`config.mk`:
```
export PLATFORM = sky130hd
export DESIGN_NAME = pipe_ctrl
export DESIGN_NICKNAME = d
export VERILOG_FILES = /design/src/rtl/pipe_pkg.sv /design/src/rtl/sat_cnt.sv /design/src/rtl/pipe_ctrl.sv
export SDC_FILE = /design/constraint.sdc
export NUM_CORES = 1
export LEC_CHECK = 0
export CORE_UTILIZATION = 49
export CTS_CLUSTER_SIZE = 40
export DETAILED_ROUTE_END_ITERATION = 12
export PLACE_DENSITY = 0.85
export SYNTH_ARGS = -nofsm -noshare
export SYNTH_HDL_FRONTEND = slang
export SYNTH_SLANG_ARGS = --single-unit
```
`constraint.sdc`:
```
create_clock -name clk -period 3.2 [get_ports clk]
set_input_delay 0.32 -clock clk [delete_from_list [all_inputs] [get_ports clk]]
set_output_delay 0.32 -clock clk [all_outputs]
set_load 0.01 [all_outputs]
```
`src/rtl/pipe_pkg.sv`:
```
// Shared definitions for the pipeline hazard controller.
//   state_t     : controller states (RUN, MULTI, FLUSH)
//   STALL_*     : bit positions of the per-stage stall vector
//   STALL_NONE / STALL_ID / STALL_EX : stall vector encodings
package pipe_pkg;

    typedef enum logic [1:0] {
        RUN   = 2'd0,
        MULTI = 2'd1,
        FLUSH = 2'd2
    } state_t;

    // Stall vector bit indices, front of the pipe first.
    localparam int STALL_PC     = 0;
    localparam int STALL_IF_ID  = 1;
    localparam int STALL_ID_EX  = 2;
    localparam int STALL_EX_MEM = 3;
    localparam int STALL_MEM_WB = 4;
    localparam int STALL_WB     = 5;

    localparam logic [5:0] STALL_NONE = 6'b000000;
    // Load-use hazard: freeze PC, IF/ID and ID/EX; let EX drain forward.
    localparam logic [5:0] STALL_ID   = 6'b000111;
    // Multi-cycle EX: also hold EX/MEM so the busy unit keeps its operands.
    localparam logic [5:0] STALL_EX   = 6'b001111;

endpackage

```
`src/rtl/sat_cnt.sv`:
```
// Saturating up-counter.
//   clk   : clock
//   clr   : synchronous clear (wins over inc)
//   inc   : count one when high; holds at all-ones instead of wrapping
//   count : current value
module sat_cnt #(
    parameter int WIDTH = 16
) (
    input  logic             clk,
    input  logic             clr,
    input  logic             inc,
    output logic [WIDTH-1:0] count
);

    // NOTE: sequential state is written with non-blocking (<=) assignments so
    // every flop samples pre-edge values regardless of block ordering.
    always_ff @(posedge clk) begin
        if (clr) begin
            count <= '0;
        end else if (inc && (count != '1)) begin
            count <= count + WIDTH'(1);
        end
    end

endmodule

```
`src/rtl/pipe_ctrl.sv`:
```
// Pipeline hazard / exception controller.
//   clk, reset_n   : clock, synchronous active-low reset
//   id_stallreq    : load-use hazard from ID
//   ex_start       : EX launches a multi-cycle operation
//   ex_done        : multi-cycle result valid this cycle
//   flush_req      : exception from MEM, with handler address exc_pc
//   stall[5:0]     : per-stage hold (combinational)
//   flush, new_pc  : registered pipeline clear and redirect PC
//   ex_abort       : registered one-cycle cancel of the multi-cycle unit
//   timeout        : registered one-cycle pulse when the unit takes too long
//   stall_cnt      : saturating count of cycles with the PC held
module pipe_ctrl
    import pipe_pkg::*;
#(
    parameter int FLUSH_LEN   = 2,
    parameter int TIMEOUT_CYC = 64,
    parameter int CNT_W       = 16
) (
    input  logic             clk,
    input  logic             reset_n,
    input  logic             id_stallreq,
    input  logic             ex_start,
    input  logic             ex_done,
    input  logic             flush_req,
    input  logic [31:0]      exc_pc,
    output logic [5:0]       stall,
    output logic             flush,
    output logic [31:0]      new_pc,
    output logic             ex_abort,
    output logic             timeout,
    output logic [CNT_W-1:0] stall_cnt
);

    state_t      state;
    logic [7:0]  wait_cnt;    // cycles already spent in MULTI
    logic [3:0]  flush_left;  // remaining FLUSH cycles after the current one
    logic        timeout_hit;
    logic        cnt_clr;

    assign timeout_hit = (wait_cnt == 8'(TIMEOUT_CYC - 1));
    assign cnt_clr     = !reset_n;

    // NOTE: every output of a combinational block gets a default first, so no
    // path through the case leaves it unassigned and no latch is inferred.
    always_comb begin
        stall = STALL_NONE;
        if (reset_n) begin
            case (state)
                RUN: begin
                    if (ex_start)         stall = STALL_EX;
                    else if (id_stallreq) stall = STALL_ID;
                end
                MULTI: begin
                    // The result lands this cycle, so the pipe may advance.
                    if (!ex_done) stall = STALL_EX;
                end
                default: stall = STALL_NONE;
            endcase
        end
    end

    always_ff @(posedge clk) begin
        if (!reset_n) begin
            state      <= RUN;
            wait_cnt   <= '0;
            flush_left <= '0;
            flush      <= 1'b0;
            new_pc     <= 32'h0;
            ex_abort   <= 1'b0;
            timeout    <= 1'b0;
        end else begin
            ex_abort <= 1'b0;
            timeout  <= 1'b0;
            if (flush_req) begin
                // Exceptions preempt everything, including an in-flight
                // multi-cycle op, which must then be cancelled.
                state      <= FLUSH;
                flush      <= 1'b1;
                new_pc     <= exc_pc;
                flush_left <= 4'(FLUSH_LEN - 1);
                ex_abort   <= (state == MULTI) || ((state == RUN) && ex_start);
            end else begin
                case (state)
                    RUN: begin
                        if (ex_start) begin
                            state    <= MULTI;
                            wait_cnt <= '0;
                        end
                    end
                    MULTI: begin
                        // ex_done is checked first so a result arriving on the
                        // last allowed cycle is never reported as a timeout.
                        if (ex_done) begin
                            state <= RUN;
                        end else if (timeout_hit) begin
                            state    <= RUN;
                            timeout  <= 1'b1;
                            ex_abort <= 1'b1;
                        end else begin
                            wait_cnt <= wait_cnt + 8'd1;
                        end
                    end
                    FLUSH: begin
                        if (flush_left == 4'd0) begin
                            state <= RUN;
                            flush <= 1'b0;
                        end else begin
                            flush_left <= flush_left - 4'd1;
                        end
                    end
                    default: state <= RUN;
                endcase
            end
        end
    end

    sat_cnt #(
        .WIDTH(CNT_W)
    ) u_stall_cnt (
        .clk  (clk),
        .clr  (cnt_clr),
        .inc  (stall[STALL_PC]),
        .count(stall_cnt)
    );

endmodule

```
**Word-level counts from Yosys, hierarchy flattened**

Index checks and enable logic that the tools add are counted.

- Register bits: 65
- Latch bits: 0
- Bits in writable memories: 0
- ROM bits: 0
- Input port bits: 38
- Output and inout port bits: 57
- Word-level logic and storage cells: 69
- Memories: 0

- $add $sub $neg: 3
- Multiply operators: 0
- Divide/modulo/power cells: 0
- $lt $le $gt $ge: 0
- Equality and inequality tests: 13
- Shift-type cells: 0
- Multiplexer cells: 25
- Bitwise gates (word level): 3
- Reduce and logical (&&, ||, !) cells: 15

Operator list:

| kind | count |
|---|---|
| $mux W8 | 3 |
| $add A16 B1 Y16 const B | 1 |
| $ne A16 B16 Y1 const B | 1 |
| $pmux W8 S2 | 1 |
| $pmux W6 S2 | 1 |
| $mux W1 | 10 |
| $mux W2 | 5 |
| $ne A2 B2 Y1 const B | 5 |
| $ne A3 B3 Y1 const B | 3 |
| $add A8 B1 Y8 const B | 1 |
| $eq A8 B6 Y1 const B | 1 |
| $mux W4 | 2 |
| $mux W6 | 1 |
| $pmux W2 S3 | 1 |
| $reduce_and A2 Y1 | 3 |
| $reduce_and A3 Y1 | 2 |
| $reduce_bool A2 Y1 | 3 |
| $reduce_and A5 Y1 | 1 |
| $logic_not A4 Y1 | 1 |
| $ne A4 B4 Y1 const B | 1 |
| $sub A4 B1 Y4 const B | 1 |
| $mux W3 | 1 |
| $not A1 Y1 | 3 |
| $eq A2 B1 Y1 const B | 1 |
| 5 further kinds | 6 |

**Logic depth before layout (Yosys ltp)**

- Depth after elaboration: 5
- Gate-level depth with buffers: 6

**Cells and area by module**

From an unflattened synthesis, not the netlist that was laid out.

- Cells, all modules: 316
- Area total of the unflattened synthesis: 2910.3 µm²

Modules (own cells, without submodules):

| module | times used | cells each | area each (µm²) |
|---|---|---|---|
| pipe_ctrl | 1 | 217 | 2062.0 |
| sat_cnt | 1 | 99 | 848.3 |

**Worst setup path before layout**

No wires, ideal clock.

- Path kind: reg-to-output
- Start: register state[0]
- End: output stall[0]
- Data arrival time: 1.379 ns
- Required time: 2.880 ns
- Slack: 1.501 ns
- Cell stages (with the launch flop): 6
- Path buffers: 2
- Path through: dfxtp_1 or3_1 nand3_1 clkbuf_1 inv_1 buf_4

- Cells in the longest elaborated chain, start to end: 3
- Elaborated cells on any way between the ends: 4

RTL lines:

| item | line | text |
|---|---|---|
| start, declared | pipe_ctrl.sv:34 | `state_t state;` |
| start signal, assigned | pipe_ctrl.sv:64 | `state <= RUN;` |
| start signal, assigned | pipe_ctrl.sv:77 | `state <= FLUSH;` |
| start signal, assigned | pipe_ctrl.sv:86 | `state <= MULTI;` |
| $eq A2 B1 Y1 / $logic_not A2 Y1 (equally long branches) | pipe_ctrl.sv:48 | `case (state)` |
| $pmux W6 S2 * | pipe_ctrl.sv:48 |  |
| $mux W6 * | pipe_ctrl.sv:47 | `if (reset_n) begin` |
| end, declared | pipe_ctrl.sv:26 | `output logic [5:0] stall,` |

Every way passes the cells marked *; elsewhere a longest branch is shown, timed or not.

**Worst setup path in the final report**

- Start: input ex_start
- End: output stall[1]

- Cells in the longest elaborated chain, start to end: 3

RTL lines:

| item | line | text |
|---|---|---|
| start, declared | pipe_ctrl.sv:22 | `input logic ex_start,` |
| $mux W4 | pipe_ctrl.sv:50 | `if (ex_start) stall = STALL_EX;` |
| $pmux W6 S2 | pipe_ctrl.sv:48 |  |
| $mux W6 | pipe_ctrl.sv:47 |  |

Every way passes these cells.

==> flow_metrics.tcl <==
set metrics [dict create \
    outcome "finished, final reports clean" \
    worst_hold_slack_ns 0.471 \
    die_w_um 78.9 \
    crit_cells 6 \
    worst_hold_path_type "register to register" \
    p_sw_share_pct 22.7 \
    synthFlopType "dfxtp_1" \
    seq_area_frac_synth_pct 44.9 \
    rsz0062_at_grt "false" \
    die_y_um 78.9 \
    synthesis.area_um2 2900 \
    power_leakage_nw 1.54 \
    period_minus_slack_ns 2.35 \
    std_cell_rows 27 \
    path_class "input port to primary output" \
    clk_latency_ns 0.33 \
    pwr-share-comb_pct 12.6 \
    cp_slowest_stage_delay_ns 0.48 \
    slew_violations 0 \
    worstReg2RegStart "u_stall_cnt.count[8]" \
    crit_buf_inv 4 \
    synth_xor_area_share_pct 0.906 \
    drc 0 \
    tightest_slew_ns 0.665 \
    crit_path_max_fanout 13 \
    cts.sinks 65 \
    core_um2 5610 \
    initial_core_util_pct 51.7 \
    internal-power_w 0.00143 \
    crit_arrival_ns 2.03 \
    htree_levels 3 \
    finalHoldViolCount 0 \
    vdd_drop_max_mv 0.324 \
    power.density_nw_per_um2 456 \
    final_area_um2 4050 \
    slowest_stage "clkdlybuf4s50_1" \
    post-route-period-util_pct 73.4 \
    syn_inst 316 \
    crit_end "stall[1]" \
    post_drt_wl_per_cell_um 14.0 \
    yosys-top-cells-area "dfxtp_1 (45%), mux2i_1 (12%), nor2_1 (5.8%)" \
    diodes 0 \
    total_power_w 0.00185 \
    clockBufferDepth 2 \
    clk_pin_slew_ns 0.06 \
    avgSynthCellArea_um2 9.18 \
    cts_made_buffers 9 \
    synth_edf_count 0 \
    die-area_um2 6230 \
    port_buffers 92 \
    cts_tree "done" \
    vias_per_cell 5.53 \
    holdBufCountCts 0 \
    ys_seq_elements 65 \
    end_kind "primary output" \
    startpoint "ex_start" \
    synth_compound_area_share_pct 11.3 \
    detail_route.iter0.violations 194 \
    synthAdderAreaFrac_pct 1.29 \
    postCtsSetupRepairBufs 0 \
    synthToLayoutAreaGrowth_pct 39.6 \
    synth_top_area_share_pct 44.9 \
    totalWireLength_um 6730 \
    grtUsageTotal_pct 22.0 \
    cts-resized-gates 0 \
    fin_skew_ns 0.00864 \
    p_switching_w 0.000419 \
    path_cells "clkdlybuf4s50_1 > or3_1 > nand3_1 > buf_4 > inv_1 > clkdlybuf4s50_1" \
    gp_congestion 0.816 \
    postRouteAntennaNets 0 \
    async_reset_ff_share_pct 0 \
    yosys_warnings 0 \
    yosys.area.top_type "dfxtp_1" \
    start_kind "input port" \
    antenna_found_initial 0 \
    overflow 0 \
    tns_ns 0 \
    yosys.area_share.simple_pct 24.4 \
    placed_area_um2 3840 \
    max_slew_margin_pct 55.3 \
    fmax_mhz 426 \
    crit_required_ns 2.88 \
    drv_cap 0 \
    cp_common_cell "clkdlybuf4s50_1" \
    synth_top_family_by_area "simple AND/OR/NAND/NOR gates" \
    via_count 2659 \
    io_pins 95 \
    setup_violations 0 \
    cpLargestDelayFamily "buffers and inverters" \
    cts_root_buffer "clkbuf_8" \
    grt_pass1_vias 2457 \
    layout-drive-gt1-share_pct 5.87 \
    clockPowerShare_pct 40.9 \
    synth.distinct_cells 51 \
    dp_hpwl_um 4590 \
    grt_pass1_wl_um 10900 \
    synth_commonest_cells "dfxtp_1 (65), nor2_1 (45), mux2i_1 (36)" \
    yosysMostFrequentCell "dfxtp_1" \
    dr.pass1.iters 4 \
    reg2reg_depth 4 \
    synthMuxAreaShare_pct 12.4 \
    r2r_slack_ns 1.29 \
    nNetsFinal 446 \
    grt_max_degree 40 \
    r2r_end "u_stall_cnt.count[4]" \
    pwr-share-seq_pct 46.5 \
]
==> worst register-to-register path, stage by stage, from the launching register on <==
cell	delay (ns)
dfxtp_1	0.46
nand4_1	0.35
nor4_1	0.70
o311ai_0	0.20
o41ai_1	0.09
==> how the worst min path moves through the flow <==
stage                      startpoint     endpoint  cells past startpoint
after floorplan               ex_done      timeout                      1
after detailed placement  wait_cnt[7]  wait_cnt[7]                      2
final                     wait_cnt[7]  wait_cnt[7]                      2
after CTS                 wait_cnt[7]  wait_cnt[7]                      2
after global routing      wait_cnt[7]  wait_cnt[7]                      2
after global placement    wait_cnt[7]  wait_cnt[7]                      2
==> layer usage <==
layer  GRT usage, %  routed length (µm)
met5              0                   0
met1           26.5                3040
met4           8.18                  82
met2           35.7                3030
met3           7.93                 574
==> cell type report <==
cell class	count	area, µm²
Timing Repair Buffer	96	946
Sequential cell	65	1300
Fill cell	410	1560
Clock inverter	3	65.1
Clock buffer	12	145
Inverter	9	33.8
Tap cell	72	90.1
Multi-Input combinational cell	224	1470
==> placed cells by master, fill, tap and decap left out, types with 4 or more instances in the layout <==
cell	n
nand2_1	17
nand4_1	9
clkdlybuf4s50_1	91
o21a_1	4
o31ai_1	8
nand3_1	9
buf_4	4
and2_1	4
nor4_1	7
nand2b_1	6
or3_1	4
or4_1	8
nor2_1	45
nor3_1	4
a21oi_1	13
dfxtp_1	65
o21ai_0	4
clkbuf_8	10
mux2i_1	36
inv_1	9
==> flip-flops by register name, indices dropped and copies added (netlist names) <==
register	flops
new_pc	32
u_stall_cnt.count	16
wait_cnt	8
flush_left	4
state	2
ex_abort	1
flush	1
timeout	1
==> cells by family (layout without fill, tap and decap cells) <==
group,Yosys count,in the layout
simple gates,132,132
flops,65,65
compound gates,48,48
mux,36,36
buf+inv,28,120
fa+ha+maj,3,3
xor+xnor,3,3
other cells,1,2
==> metrics by stage <==
| step | setup WS (ns) | std cells | util (%) |
|---|---|---|---|
| 2_1_floorplan | 1.50 | 317 | - |
| 3_3_place_gp | 0.882 | 466 | 68.5 |
| 3_5_place_dp | 0.834 | 466 | 68.5 |
| 4_1_cts | 0.832 | 481 | 72.2 |
| 5_1_grt | 0.735 | 481 | 72.2 |
| 6_report | 0.851 | 481 | 72.2 |
==> power by group through the flow <==
| stage | Clock (W) | Combinational [W] | Sequential, W |
|---|---|---|---|
| 6_report | 0.000756 | 0.000233 | 0.000859 |
| 4_1_cts | 0.000762 | 0.000236 | 0.000859 |
| 2_1_floorplan | 0 | 0.000101 | 0.000887 |
| 3_5_place_dp | 0 | 0.000234 | 0.000876 |
| 5_1_grt | 0.000800 | 0.000253 | 0.000862 |
| 3_3_place_gp | 0 | 0.000229 | 0.000875 |
(Power assumes the default switching activity.)
==> RTL edit (same settings) <==
Encoding of `state_t`: now one-hot (3 bits for 3 states).
--- a/src/rtl/pipe_pkg.sv
+++ b/src/rtl/pipe_pkg.sv
@@ -4,10 +4,10 @@
 //   STALL_NONE / STALL_ID / STALL_EX : stall vector encodings
 package pipe_pkg;
 
-    typedef enum logic [1:0] {
-        RUN   = 2'd0,
-        MULTI = 2'd1,
-        FLUSH = 2'd2
+    typedef enum logic [2:0] {
+        RUN   = 3'b001,
+        MULTI = 3'b010,
+        FLUSH = 3'b100
     } state_t;
 
     // Stall vector bit indices, front of the pipe first.
Function: no difference found for any inputs over 10 cycles, from zero or initial values and one cycle with reset_n low; not proved beyond that.
==> RTL edit against the unedited design <==
  * Synthesized area fell by 1.6%
  * Combinational power fell by 2%
  * Critical path depth fell by 1
  * Sequential cell count rose by 1
  * Power fell by 9.2%
  * Setup slack got worse by 0.14 ns
  * Design area fell by 2.7%
  * Routed wire length fell by 1.4%
  * Fmax fell by 5.7%
  * Critical path type unchanged
==> RTL edit: results (changes against the unedited design) <==
| Metric | Value |
|---|---|
| Vias in the first global route | 2,421 (-1.5%) |
| Core Box Area | 0.00557 mm^2 (-0.60%) |
| Top cells by area, synth | dfxtp_1 (46%), mux2i_1 (13%), nor2_1 (7.0%) |
| Final #Nets | 432 (-3.1%) |
| Met1 WL | 2790 um (-8.1%) |
| Post-synthesis sequential area ratio | 46.3% (+1.4 points) |
| Wire per inst | 14.2 um (+1.7%) |
| Routing usage on met3 | 11.4% (+3.5 points) |
| Hold Path Cell Cnt | 1 (-1) |
| Crit-path leading delay family | buffers and inverters |
| Placed cell count | 452 (-3.0%) |
| Setup WS pre-CTS | 0.706 ns (-0.128 ns) |
| Clock buffers and inverters, area share | 4.03% (-1.2 points) |
| R2R depth | 6 (+2) |
| Global Route met2 Usage | 36.0% (+0.23 points) |
| Internal Power | 1.27 mW (-11%) |
| Status | completed |
| R2r endpoint | u_stall_cnt.count[9] |
| Largest fanout on the critical path | 6 (-7) |
| Register Area | 0.00132 mm^2 (+1.5%) |
| Clock buffer count | 11 (-1) |
| Total Wirelength | 6630 um (-1.4%) |
| Multi-input gate area | 0.00141 mm^2 (-4.1%) |
| VDD IR max | 0.323 mV (-0.28%) |
| Cell Area, Placed | 0.00378 mm^2 (-1.5%) |
| Post-synth top cells | dfxtp_1 (66), nor2_1 (53), mux2i_1 (36) |
| Vias | 2,498 (-6.1%) |
| GP Congestion | 0.815 (-0.15%) |
| P&R area growth vs syn | 38.0% |
| Syn_area_per_cell | 9.42 um^2 (+2.6%) |
| Inverters | 8 (-1) |
| Post-synthesis async set-or-reset flop share | 0% (unchanged) |
| Clock share of power | 34.3% (-6.6 points) |
| Worst r2r src | u_stall_cnt.count[0] |
| First-pass GRT wire length | 10,700 um (-2.3%) |
| Clk_skew | 0.00537 ns (-0.00328 ns) |
| Pin count of the biggest net entering global routing | 46 (+15%) |
| Clock sinks | 66 (+1.5%) |
| GRT Util Overall | 22.4% (+0.42 points) |
| Post-DP HPWL | 4730 um (+3.1%) |
| Fillers | 466 (+14%) |
| Non-clk buf share | 23.6% (+0.27 points) |
| #MultiIn Comb | 212 (-5.4%) |
| DR WL met2 | 3050 um (+0.56%) |
| Flop-to-flop setup slack | 0.92 ns (-0.37 ns) |
## RTL edit: cell types whose count changed in the layout (fill, tap and decap cells not counted), moves of 4 or more
cell     unedited run  this run
o31ai_1             8         3
or4_1               8         2
nor2_1             45        53
xnor2_1             1         5
nand4_1             9         5
a31oi_1             0         8
a21oi_1            13         7
## RTL edit: kinds of logic (layout without fill, tap and decap cells)
logic type	count (synthesis)	in the layout	synth area share (%)
AOI/OAI and AO/OA	38	38	9.60
muxes	36	36	12.6
xor gates and xnor gates	9	9	2.76
other	1	2	0.131
buffers and inverters	26	116	4.52
adders and majority gates	3	3	1.32
DFF	66	66	46.3
and+or+nand+nor	124	124	22.8
## RTL edit: worst max-delay path by stage
stage	to	startpoint	slack, ns
6_report	stall[0]	ex_done	0.71
5_1_grt	stall[0]	state[0]	0.57
4_1_cts	stall[0]	ex_done	0.69
3_5_place_dp	stall[0]	ex_done	0.71
3_3_place_gp	u_stall_cnt.count[9]	reset_n	0.79
2_1_floorplan	u_stall_cnt.count[13]	u_stall_cnt.count[0]	1.39
